--- config.mk ---
export PLATFORM = sky130hd
export DESIGN_NAME = corelet_ctrl
export DESIGN_NICKNAME = d
export VERILOG_FILES = /design/src/rtl/corelet_ctrl.sv
export SDC_FILE = /design/constraint.sdc
export NUM_CORES = 1
export LEC_CHECK = 0
export ABC_CLOCK_PERIOD_IN_PS = 2550
export BUFFER_PORTS_ARGS = -buffer_cell sky130_fd_sc_hd__buf_2
export CORE_ASPECT_RATIO = 2
export CORE_MARGIN = 2
export CORE_UTILIZATION = 42
export CTS_BUF_LIST = sky130_fd_sc_hd__clkbuf_4 sky130_fd_sc_hd__clkbuf_8 sky130_fd_sc_hd__clkbuf_16
export DETAILED_ROUTE_END_ITERATION = 7
export PLACE_DENSITY = 0.7
export RECOVER_POWER = 50
export SETUP_SLACK_MARGIN = 0.1
export SYNTH_ARGS = -nofsm -noshare
export SYNTH_HDL_FRONTEND = slang
export SYNTH_SLANG_ARGS = --single-unit
--- constraint.sdc ---
create_clock -name clk -period 2.55 [get_ports clk]
set_input_delay 0.1275 -clock clk [delete_from_list [all_inputs] [get_ports clk]]
set_output_delay 0.1275 -clock clk [all_outputs]
set_load 0.005 [all_outputs]
--- src/rtl/corelet_ctrl.sv ---
// Weight-stationary corelet sequencer: per kernel position it loads weights, streams
// activations, drains the output FIFO into psum SRAM. Every output is a registered decode.
module corelet_ctrl #(
  parameter int row     = 8,
  parameter int col     = 8,
  parameter int len_nij = 16,
  parameter int len_kij = 9,
  parameter int w_base  = 1024
) (
  input  logic        clk,
  input  logic        reset,
  input  logic        start,
  input  logic        ofifo_valid,
  output logic [36:0] inst,
  output logic        xmem_cen,
  output logic        xmem_wen,
  output logic [10:0] xmem_addr,
  output logic        pmem_cen,
  output logic        pmem_wen,
  output logic [10:0] pmem_addr,
  output logic        busy,
  output logic        done
);

  localparam int M1   = (row + 1 > col) ? row + 1 : col;
  localparam int SMAX = (M1 > len_nij + 1) ? M1 : len_nij + 1;
  localparam int SW   = $clog2(SMAX + 1);
  localparam logic [SW-1:0] ROW_S = SW'(row);
  localparam logic [SW-1:0] COL_S = SW'(col);
  localparam logic [SW-1:0] NIJ_S = SW'(len_nij);
  localparam logic [SW-1:0] ONE_S = SW'(1);

  typedef enum logic [2:0] {
    IDLE, W_FILL, W_LOAD, W_DRAIN, A_FILL, EXEC, O_READ, DONE
  } state_e;

  state_e      state_q, state_d;
  logic [SW-1:0] step_q, step_d;
  logic [3:0]  kij_q, kij_d;
  logic        wr_pend_q, wr_pend_d;
  logic [SW-1:0] wr_idx_q, wr_idx_d;

  logic [36:0] inst_q, inst_d;
  logic        xmem_cen_q, xmem_cen_d, xmem_wen_q, xmem_wen_d;
  logic [10:0] xmem_addr_q, xmem_addr_d;
  logic        pmem_cen_q, pmem_cen_d, pmem_wen_q, pmem_wen_d;
  logic [10:0] pmem_addr_q, pmem_addr_d;
  logic        busy_q, busy_d, done_q, done_d;

  always_comb begin
    state_d     = state_q;
    step_d      = step_q;
    kij_d       = kij_q;
    wr_pend_d   = 1'b0;
    wr_idx_d    = wr_idx_q;
    inst_d      = '0;
    xmem_cen_d  = 1'b1;
    xmem_wen_d  = 1'b1;
    xmem_addr_d = xmem_addr_q;
    pmem_cen_d  = 1'b1;
    pmem_wen_d  = 1'b1;
    pmem_addr_d = pmem_addr_q;
    busy_d      = (state_q != IDLE);
    done_d      = 1'b0;
    case (state_q)
      IDLE: begin
        if (start) begin
          kij_d   = '0;
          step_d  = '0;
          state_d = W_FILL;
        end
      end
      W_FILL: begin
        // L0 write trails the SRAM read by one cycle of read latency
        if (step_q < ROW_S) begin
          xmem_cen_d  = 1'b0;
          xmem_addr_d = 11'(w_base + 32'(kij_q) * row + 32'(step_q));
        end
        if (step_q != '0) inst_d[2] = 1'b1;
        if (step_q == ROW_S) begin
          step_d  = '0;
          state_d = W_LOAD;
        end else begin
          step_d = step_q + ONE_S;
        end
      end
      W_LOAD: begin
        inst_d[0] = 1'b1;
        inst_d[3] = 1'b1;
        if (step_q == ROW_S - ONE_S) begin
          step_d  = '0;
          state_d = W_DRAIN;
        end else begin
          step_d = step_q + ONE_S;
        end
      end
      W_DRAIN: begin
        if (step_q == COL_S - ONE_S) begin
          step_d  = '0;
          state_d = A_FILL;
        end else begin
          step_d = step_q + ONE_S;
        end
      end
      A_FILL: begin
        if (step_q < NIJ_S) begin
          xmem_cen_d  = 1'b0;
          xmem_addr_d = 11'(step_q);
        end
        if (step_q != '0) inst_d[2] = 1'b1;
        if (step_q == NIJ_S) begin
          step_d  = '0;
          state_d = EXEC;
        end else begin
          step_d = step_q + ONE_S;
        end
      end
      EXEC: begin
        inst_d[1] = 1'b1;
        inst_d[3] = 1'b1;
        if (step_q == NIJ_S - ONE_S) begin
          step_d  = '0;
          state_d = O_READ;
        end else begin
          step_d = step_q + ONE_S;
        end
      end
      O_READ: begin
        // step counts reads issued; each read is followed next cycle by its psum write
        if (ofifo_valid && (step_q < NIJ_S)) begin
          inst_d[6] = 1'b1;
          wr_pend_d = 1'b1;
          wr_idx_d  = step_q;
          step_d    = step_q + ONE_S;
        end
        if (wr_pend_q) begin
          pmem_cen_d  = 1'b0;
          pmem_wen_d  = 1'b0;
          pmem_addr_d = 11'(32'(kij_q) * len_nij + 32'(wr_idx_q));
          if (wr_idx_q == NIJ_S - ONE_S) begin
            step_d = '0;
            if (32'(kij_q) + 32'd1 < len_kij) begin
              kij_d   = kij_q + 4'd1;
              state_d = W_FILL;
            end else begin
              state_d = DONE;
            end
          end
        end
      end
      DONE: begin
        done_d  = 1'b1;
        state_d = IDLE;
      end
      default: state_d = IDLE;
    endcase
  end

  always_ff @(posedge clk) begin
    if (reset) begin
      state_q     <= IDLE;
      step_q      <= '0;
      kij_q       <= '0;
      wr_pend_q   <= 1'b0;
      wr_idx_q    <= '0;
      inst_q      <= '0;
      xmem_cen_q  <= 1'b1;
      xmem_wen_q  <= 1'b1;
      xmem_addr_q <= '0;
      pmem_cen_q  <= 1'b1;
      pmem_wen_q  <= 1'b1;
      pmem_addr_q <= '0;
      busy_q      <= 1'b0;
      done_q      <= 1'b0;
    end else begin
      state_q     <= state_d;
      step_q      <= step_d;
      kij_q       <= kij_d;
      wr_pend_q   <= wr_pend_d;
      wr_idx_q    <= wr_idx_d;
      inst_q      <= inst_d;
      xmem_cen_q  <= xmem_cen_d;
      xmem_wen_q  <= xmem_wen_d;
      xmem_addr_q <= xmem_addr_d;
      pmem_cen_q  <= pmem_cen_d;
      pmem_wen_q  <= pmem_wen_d;
      pmem_addr_q <= pmem_addr_d;
      busy_q      <= busy_d;
      done_q      <= done_d;
    end
  end

  assign inst      = inst_q;
  assign xmem_cen  = xmem_cen_q;
  assign xmem_wen  = xmem_wen_q;
  assign xmem_addr = xmem_addr_q;
  assign pmem_cen  = pmem_cen_q;
  assign pmem_wen  = pmem_wen_q;
  assign pmem_addr = pmem_addr_q;
  assign busy      = busy_q;
  assign done      = done_q;

endmodule

==> reports/qor_table.md, run 1 <==
| Stage | Result | Reported |
|---|---|---|
| status | Run status | completed |
| clock tree | H-tree Lvls | 2 |
| clock tree | Cts bufs inserted | 5 |
| timing | Setup TNS Final | 0 ns |
| logic synthesis | Sequential-to-total area share from yosys stat | 35.74% |
| power | Power density over the cells | 804.4 nW/um2 |
| clock tree | CTS resizes | 0 |
| critical path | Kind of launch point of the worst setup path | flop |
| detailed routing | ANT nets after route | 0 |
| timing | Min cycle time layout | 2.195 ns |
| floorplanning | Initial Util | 43.17% |
| logic synthesis | Post-synth top area cell | sky130_fd_sc_hd__dfxtp_1 |
| timing | Number of endpoints with negative hold slack in the final report | 0 |
| finish | Synth-to-Final Area Change | 6.650% |
| finish | Filler cell count in the final layout | 561 |
| placed design | Area of placed instances | 2469 um2 |
| power | Clock network power share | 35.0% |
| detailed routing | WL per Instance | 13.71 um |
| critical path | Cell-by-cell listing of the critical path | ha_1, or3b_1, a21o_1, a311o_4, o211ai_2, o41ai_2 |
| logic synthesis | Largest cells by area after synthesis | sky130_fd_sc_hd__dfxtp_1 (36%), sky130_fd_sc_hd__buf_4 (13%), sky130_fd_sc_hd__nand2_1 (5.0%) |
| logic synthesis | Mean area per synthesized cell | 8.500 um2 |
| floorplanning | Number of top-level pins | 69 |
| clock tree | Number of buffers inserted by post-CTS setup repair | 0 |
| clock tree | Number of clock sinks | 44 |
| global route | Antenna violations before repair | 0 |
| clock tree | Worst-case clock buffer depth | 2 |
| timing | Number of setup violations in the final report | 0 |
| detailed routing | Total via count after detailed routing | 1974 |
| critical path | Start-to-end type of the worst setup path | flop to flop |
| logic synthesis | EDFF count, synth | 0 |
| floorplanning | Die ar. | 6535 um2 |
| timing | Max-Slew Margin vs Limit | 46.21% |
| logic synthesis | Leading register cell type out of synthesis | sky130_fd_sc_hd__dfxtp_1 |
| logic synthesis | Area share of the largest cell type after synthesis | 35.74% |
| power | Combinational Power Share | 25.5% |
| finish | Most frequent cells in the layout | sky130_fd_sc_hd__dfxtp_1 (44), sky130_fd_sc_hd__conb_1 (37), sky130_fd_sc_hd__nand2_1 (33) |
| clock tree | Clock latency of the later-clocked register in the worst-skew pair | 0.29 ns |
| critical path | Required time at the worst-slack endpoint | 2.71 ns |
| logic synthesis | Warnings from Yosys | 0 |
| finish | Final Net Count | 325 |
| finish | Finished layout cell area | 2629 um2 |
| timing | Share of the cycle needed by the critical path after routing | 86.07% |
| floorplanning | Chip Width | 58.17 um |
| logic synthesis | Synth unique cells | 52 |
| critical path | Worst-path cell with the longest stage delay | sky130_fd_sc_hd__dfxtp_1 |
| job | Max Cap Violations | 0 |
| floorplanning | Core Box Area | 5709 um2 |
| global route | Largest net degree at the start of global routing | 46 |
| timing | RSZ-0062 raised after global routing | false |
| timing | Slew at the pin closest to its max-slew limit | 0.8068 ns |
| critical path | Maximum single-stage delay on the critical path | 0.48 ns |
| critical path | Delay-heaviest family, CP | compound AO/OA/AOI/OAI gates |
| floorplanning | Die Y-Extent | 112.3 um |
| logic synthesis | Post-Synthesis Cell Area | 2465 um2 |
| finish | Cell Count, Final, Fillers Out | 373 |
| critical path | Worst path arrival time | 2.35 ns |
| global route | Global route total overflow | 0 |
| clock tree | CTS tree | done |
| detailed routing | Number of detailed-routing iterations run before antenna repair | 4 |
| logic synthesis | Share of synthesized registers carrying an async set or reset | 0% |
| min path | Classification of the worst-slack hold path | primary input to flop |
| placed design | Final GP Congestion | 0.9390 |
| detailed routing | Wire length reported by the detailed router | 5.112 mm |
| detailed routing | Avg Vias per Cell | 5.292 |
| finish | Sequential cell area | 880.8 um2 |
| critical path | Type of element capturing the critical path | flop |
| clock tree | Library cell used as clock root buffer | sky130_fd_sc_hd__clkbuf_16 |
| clock tree | Clock-pin slew on the worst setup and hold paths | 0.06 ns |
| power | Switching Power | 0.7012 mW |
| timing | Max Freq | 0.4556 GHz |
| timing | WHS | 0.1969 ns |
| timing | Count of final max-slew check failures | 0 |
| logic synthesis | Flip-flop and latch count after synthesis | 44 |
| power | Sequential fraction of design power | 39.6% |
| power | IR drop worst, VDD | 0.6196 mV |
| power | Switching power as a share of total power | 33.16% |
| finish | Layout cell share with drive strength beyond 1 | 15.71% |
| detailed routing | Violation count after the first detailed-routing iteration | 45 |
| global route | Number of global-route vias before repair | 1819 |
| floorplanning | Row Count | 39 |
| power | Cell internal power dissipation | 1.413 mW |
| finish | Final core occ | 46.04% |
| critical path | Largest fanout of any net on the critical path | 9 |
| detailed routing | # DRC | 0 |
| global route | Total global-route track usage | 16.79% |
| global route | First-pass GRT wire length | 8.342 mm |
| finish | Most common library cell in the layout ignoring fill and taps | sky130_fd_sc_hd__dfxtp_1 |
| clock tree | Hold buffer count at cts | 0 |
| placed design | Placed Cells | 365 |
| logic synthesis | Post-synthesis cell count | 290 |
| power | P_leak | 1.103 nW |
| placed design | HPWL reported at the end of detailed placement | 3.809 mm |
| finish | ANT cells | 0 |
| placed design | IO Port Bufs | 31 |
| timing | Clock skew | 0.004055 ns |
| critical path | CP bufs+invs | 0 |
| finish | Area of the multi-input gates | 1300 um2 |
metal layers:
layer / up-vias / track usage (%) / share of wire (%)
met1: 921 / 17.49 / 38
met3: 14 / 3.341 / 5.1
met5: - / 0 / 0
met4: 0 / 11.94 / 4.7
li1: 965 / - / -
met2: 74 / 28.79 / 52
through the flow:
step | power [mW] | setup WS [ns]
5_1_grt | 2.229 | 0.2100
2_1_floorplan | 1.296 | 0.5176
4_1_cts | 2.136 | 0.3372
6_report | 2.115 | 0.3551
3_3_place_gp | 1.381 | 0.4275
3_5_place_dp | 1.393 | 0.3623
final cells by class:
| type | count | share of cell area [%] |
|---|---|---|
| tap | 61 | 2.903 |
| multi-input combinational | 217 | 49.45 |
| clock inverter | 3 | 1.618 |
| timing repair buffer | 34 | 6.473 |
| inverter | 9 | 1.285 |
| clock buffer | 5 | 4.760 |
| sequential | 44 | 33.51 |
flip-flops by register name, summed over array words and instances, names as in the netlist:
name and cells:
busy 1, done 1, inst 4, kij_q 4, pmem_addr 9, pmem_wen 1
state_q 3, step_q 5, wr_idx_q 5, wr_pend_q 1, xmem_addr 9, xmem_cen 1
worst paths after layout:
kind                      from      endpoint  slack, ns  cells past startpoint
setup / recovery      kij_q[0]      kij_q[2]       0.36                      6
hold / removal     ofifo_valid     step_q[4]       0.20                      3
setup reg to reg      kij_q[0]      kij_q[2]       0.36                      6
hold reg to reg   xmem_addr[0]  xmem_addr[0]       0.45                      2
power by group through the flow:
stage	clock [mW]	combinational [mW]	sequential (mW)
after detailed placement	0	0.542	0.851
after global routing	0.779	0.600	0.850
after floorplan	0	0.477	0.819
after CTS	0.757	0.544	0.835
final	0.739	0.538	0.837
after global placement	0	0.532	0.849
cells by family (layout without fill, tap and decap cells):
group	Yosys count	after routing	share of synthesized area, %
flip-flops	44	44	35.74
AO/OA/AOI/OAI	53	53	15.43
XOR/XNOR	4	4	1.422
adder cells (fa/ha/maj)	10	10	5.381
buffers and inverters	64	51	16.85
multiplexers	4	4	1.624
AND/OR/NAND/NOR	109	109	23.25
other	2	37	0.3047
cell usage after synthesis (2+ instances only):
cell	number
sky130_fd_sc_hd__xnor2_1	3
sky130_fd_sc_hd__nor2_1	20
sky130_fd_sc_hd__a21o_1	3
sky130_fd_sc_hd__nand2_1	33
sky130_fd_sc_hd__or3_1	2
sky130_fd_sc_hd__or2_2	3
sky130_fd_sc_hd__or3b_1	3
sky130_fd_sc_hd__a31oi_1	3
sky130_fd_sc_hd__a22oi_1	3
sky130_fd_sc_hd__dfxtp_1	44
sky130_fd_sc_hd__a221oi_1	2
sky130_fd_sc_hd__a21oi_1	21
sky130_fd_sc_hd__nand3_1	5
sky130_fd_sc_hd__nand2b_1	6
sky130_fd_sc_hd__o21ai_0	6
sky130_fd_sc_hd__o211ai_2	2
sky130_fd_sc_hd__buf_4	44
sky130_fd_sc_hd__buf_2	2
sky130_fd_sc_hd__o41ai_2	2
sky130_fd_sc_hd__clkbuf_1	8
sky130_fd_sc_hd__nor3b_1	3
sky130_fd_sc_hd__a211oi_1	3
sky130_fd_sc_hd__inv_1	9
sky130_fd_sc_hd__and2_1	4
sky130_fd_sc_hd__nand4_1	4
sky130_fd_sc_hd__nand4bb_1	2
sky130_fd_sc_hd__mux2i_1	4
sky130_fd_sc_hd__ha_1	9
sky130_fd_sc_hd__nor3_1	7
sky130_fd_sc_hd__conb_1	2
sky130_fd_sc_hd__nor2b_1	4
sky130_fd_sc_hd__nor4_1	4
worst reg2reg max path, cell delays in order, from the launching register on:
cell	delay [ns]
sky130_fd_sc_hd__dfxtp_1	0.48
sky130_fd_sc_hd__ha_1	0.31
sky130_fd_sc_hd__or3b_1	0.35
sky130_fd_sc_hd__a21o_1	0.20
sky130_fd_sc_hd__a311o_4	0.46
sky130_fd_sc_hd__o211ai_2	0.17
sky130_fd_sc_hd__o41ai_2	0.09
No activity file was read; power rests on OpenSTA's default activity.
==> inputs of run 2 (changes only) <==
--- a/config.mk
+++ b/config.mk
@@ -7,7 +7,6 @@
 export LEC_CHECK = 0
 export ABC_CLOCK_PERIOD_IN_PS = 2550
 export BUFFER_PORTS_ARGS = -buffer_cell sky130_fd_sc_hd__buf_2
-export CORE_ASPECT_RATIO = 2
 export CORE_MARGIN = 2
 export CORE_UTILIZATION = 42
 export CTS_BUF_LIST = sky130_fd_sc_hd__clkbuf_4 sky130_fd_sc_hd__clkbuf_8 sky130_fd_sc_hd__clkbuf_16
==> constraint.sdc (replaced) <==
create_clock -name clk -period 2.55 [get_ports clk]
set_input_delay 0.1275 -clock clk [delete_from_list [all_inputs] [get_ports clk]]
set_output_delay 0.1275 -clock clk [all_outputs]
set_load 0.02 [all_outputs]
==> reports/qor_table.md, run 2 (synthesis gave the netlist of run 1 again) <==
| Stage | Result | Reported | Change |
|---|---|---|---|
| status | Run status | completed |  |
| floorplanning | Number of top-level pins | 69 | unchanged |
| placed design | IO Port Bufs | 31 | unchanged |
| critical path | Path depth of the worst reg2reg path | 6 | unchanged |
| power | P_leak | 0.9884 nW | -10% |
| detailed routing | # DRC | 0 | unchanged |
| timing | Setup TNS Final | 0 ns | unchanged |
| clock tree | Number of buffers inserted by post-CTS setup repair | 0 | unchanged |
| finish | Synth-to-Final Area Change | 4.162% |  |
| critical path | Crit. path cell count | 6 | unchanged |
| timing | RSZ-0062 raised after global routing | false |  |
| finish | ANT cells | 0 | unchanged |
| finish | Most frequent cells in the layout | sky130_fd_sc_hd__dfxtp_1 (44), sky130_fd_sc_hd__conb_1 (37), sky130_fd_sc_hd__nand2_1 (33) |  |
| floorplanning | Row Count | 27 | -31% |
| timing | Share of the cycle needed by the critical path after routing | 86.35% | +0.27 points |
| job | Max Cap Violations | 0 | unchanged |
| critical path | Required time at the worst-slack endpoint | 2.71 ns | about the same |
| finish | Final Net Count | 326 | +0.31% |
| floorplanning | Die ar. | 6497 um2 | -0.58% |
| clock tree | Cts bufs inserted | 5 | unchanged |
| critical path | Cell-by-cell listing of the critical path | ha_1, or3b_1, a21o_1, a311o_4, o211ai_2, o41ai_2 |  |
| min path | Classification of the worst-slack hold path | primary input to flop |  |
| detailed routing | WL per Instance | 12.91 um | -5.8% |
| detailed routing | Wire length reported by the detailed router | 4.970 mm | -2.8% |
| timing | WHS | 0.1617 ns | -0.03518 ns |
| detailed routing | Violation count after the first detailed-routing iteration | 154 | +240% |
| finish | Most common library cell in the layout ignoring fill and taps | sky130_fd_sc_hd__dfxtp_1 |  |
| critical path | Worst-path cell with the longest stage delay | sky130_fd_sc_hd__dfxtp_1 |  |
| clock tree | Clock-pin slew on the worst setup and hold paths | 0.08 ns | +0.02 ns |
| floorplanning | Initial Util | 44.22% | +1.0 points |
| critical path | Startpoint of the worst-slack reg-to-reg timing path | kij_q[0] |  |
| clock tree | Hold buffer count at cts | 0 | unchanged |
| critical path | Start point of the critical path | kij_q[0] |  |
| timing | Number of setup violations in the final report | 0 | unchanged |
| floorplanning | Core Box Area | 5574 um2 | -2.4% |
| power | IR drop worst, VDD | 0.2997 mV | -52% |
| clock tree | Library cell used as clock root buffer | sky130_fd_sc_hd__clkbuf_8 |  |
| global route | Number of global-route vias before repair | 1651 | -9.2% |
| placed design | Area of placed instances | 2490 um2 | +0.86% |
| floorplanning | Chip Width | 80.61 um | +39% |
| clock tree | Clock latency of the later-clocked register in the worst-skew pair | 0.30 ns | about the same |
| clock tree | CTS resizes | 0 | unchanged |
| timing | Max-Slew Margin vs Limit | 47.38% | +1.2 points |
| critical path | Worst setup path endpoint | kij_q[3] |  |
| global route | Largest net degree at the start of global routing | 46 | unchanged |
| global route | First-pass GRT wire length | 7.810 mm | -6.4% |
| finish | Final core occ | 46.06% | about the same |
| finish | Layout cell share with drive strength beyond 1 | 7.987% | -7.7 points |
| timing | Count of final max-slew check failures | 0 | unchanged |
| critical path | Worst path arrival time | 2.37 ns | +0.02 ns |
| critical path | Delay-heaviest family, CP | compound AO/OA/AOI/OAI gates |  |
| timing | Max Freq | 0.4542 GHz | -0.31% |
| placed design | HPWL reported at the end of detailed placement | 3.517 mm | -7.7% |
| global route | Antenna violations before repair | 0 | unchanged |
| global route | Total global-route track usage | 15.69% | -1.1 points |
| critical path | CP bufs+invs | 0 | unchanged |
| critical path | Kind of launch point of the worst setup path | flop |  |
| global route | Global route total overflow | 0 | unchanged |
| timing | Slew at the pin closest to its max-slew limit | 0.7893 ns | -0.01752 ns |
| critical path | Start-to-end type of the worst setup path | flop to flop |  |
| detailed routing | Number of detailed-routing iterations run before antenna repair | 4 | unchanged |
| finish | Finished layout cell area | 2567 um2 | -2.3% |
| clock tree | Worst-case clock buffer depth | 2 | unchanged |
| timing | Number of endpoints with negative hold slack in the final report | 0 | unchanged |
| power | Power density over the cells | 779.6 nW/um2 | -3.1% |
| timing | Clock skew | 0.005495 ns | +0.001439 ns |
| clock tree | CTS tree | done |  |
| critical path | Maximum single-stage delay on the critical path | 0.49 ns | about the same |
| critical path | Largest fanout of any net on the critical path | 9 | unchanged |
| detailed routing | Total via count after detailed routing | 1949 | -1.3% |
| critical path | Worst reg2reg endpoint | kij_q[3] |  |
| clock tree | Number of clock sinks | 44 | unchanged |
| critical path | Worst reg-to-reg setup slack | 0.35 ns | about the same |
| placed design | Final GP Congestion | 0.8540 | -9.1% |
| power | Final Power | 2.002 mW | -5.3% |
| detailed routing | ANT nets after route | 0 | unchanged |
| clock tree | H-tree Lvls | 2 | unchanged |
| critical path | Type of element capturing the critical path | flop |  |
| detailed routing | Avg Vias per Cell | 5.062 | -4.3% |
| floorplanning | Die Y-Extent | 80.61 um | -28% |
| timing | Min cycle time layout | 2.202 ns | +0.006935 ns |
-- run 2: through the flow --
step	setup WS (ns)	std cells
after floorplan	0.5176	325
after global placement	0.4058	377
after detailed placement	0.3704	377
after CTS	0.3539	385
after global routing	0.2154	385
final	0.3482	385
-- run 2: worst min path at each step --
stage	startpoint	to	depth (start not counted)
final	ofifo_valid	step_q[4]	3
after global routing	ofifo_valid	step_q[4]	3
after floorplan	ofifo_valid	step_q[4]	2
after global placement	pmem_addr[8]	pmem_addr[8]	2
after detailed placement	pmem_addr[8]	pmem_addr[8]	2
after CTS	ofifo_valid	step_q[4]	3
-- run 2: final cells by class --
class | instances | area, um2
fillers | 569 | 3007
multi-input cells | 217 | 1300
flip-flops and latches | 44 | 880.8
repair buffers | 35 | 146.4
well taps | 72 | 90.09
clock buffers | 5 | 68.82
clock inverters | 3 | 47.55
inverters | 9 | 33.78
-- run 2: report_power, final --
group	total [mW]	internal, mW	switching [mW]
registers	0.840	0.752	0.0876
clock network	0.547	0.295	0.252
logic	0.615	0.196	0.419
total	2.00	1.24	0.758
-- run 2: worst register-to-register path: cells and delay by family (launching register included) --
family	cells	cell delay (ns)
AO/OA/AOI/OAI	4	0.91
adder cells (fa/ha/maj)	1	0.31
flip-flops	1	0.49
AND/OR/NAND/NOR	1	0.35
-- run 2: metal layers --
| layer | track usage, % | routed length, um |
|---|---|---|
| met4 | 6.610 | 115 |
| met2 | 24.50 | 2279 |
| met1 | 20.56 | 2294 |
| met3 | 3.820 | 281 |
| met5 | 0 | 0 |
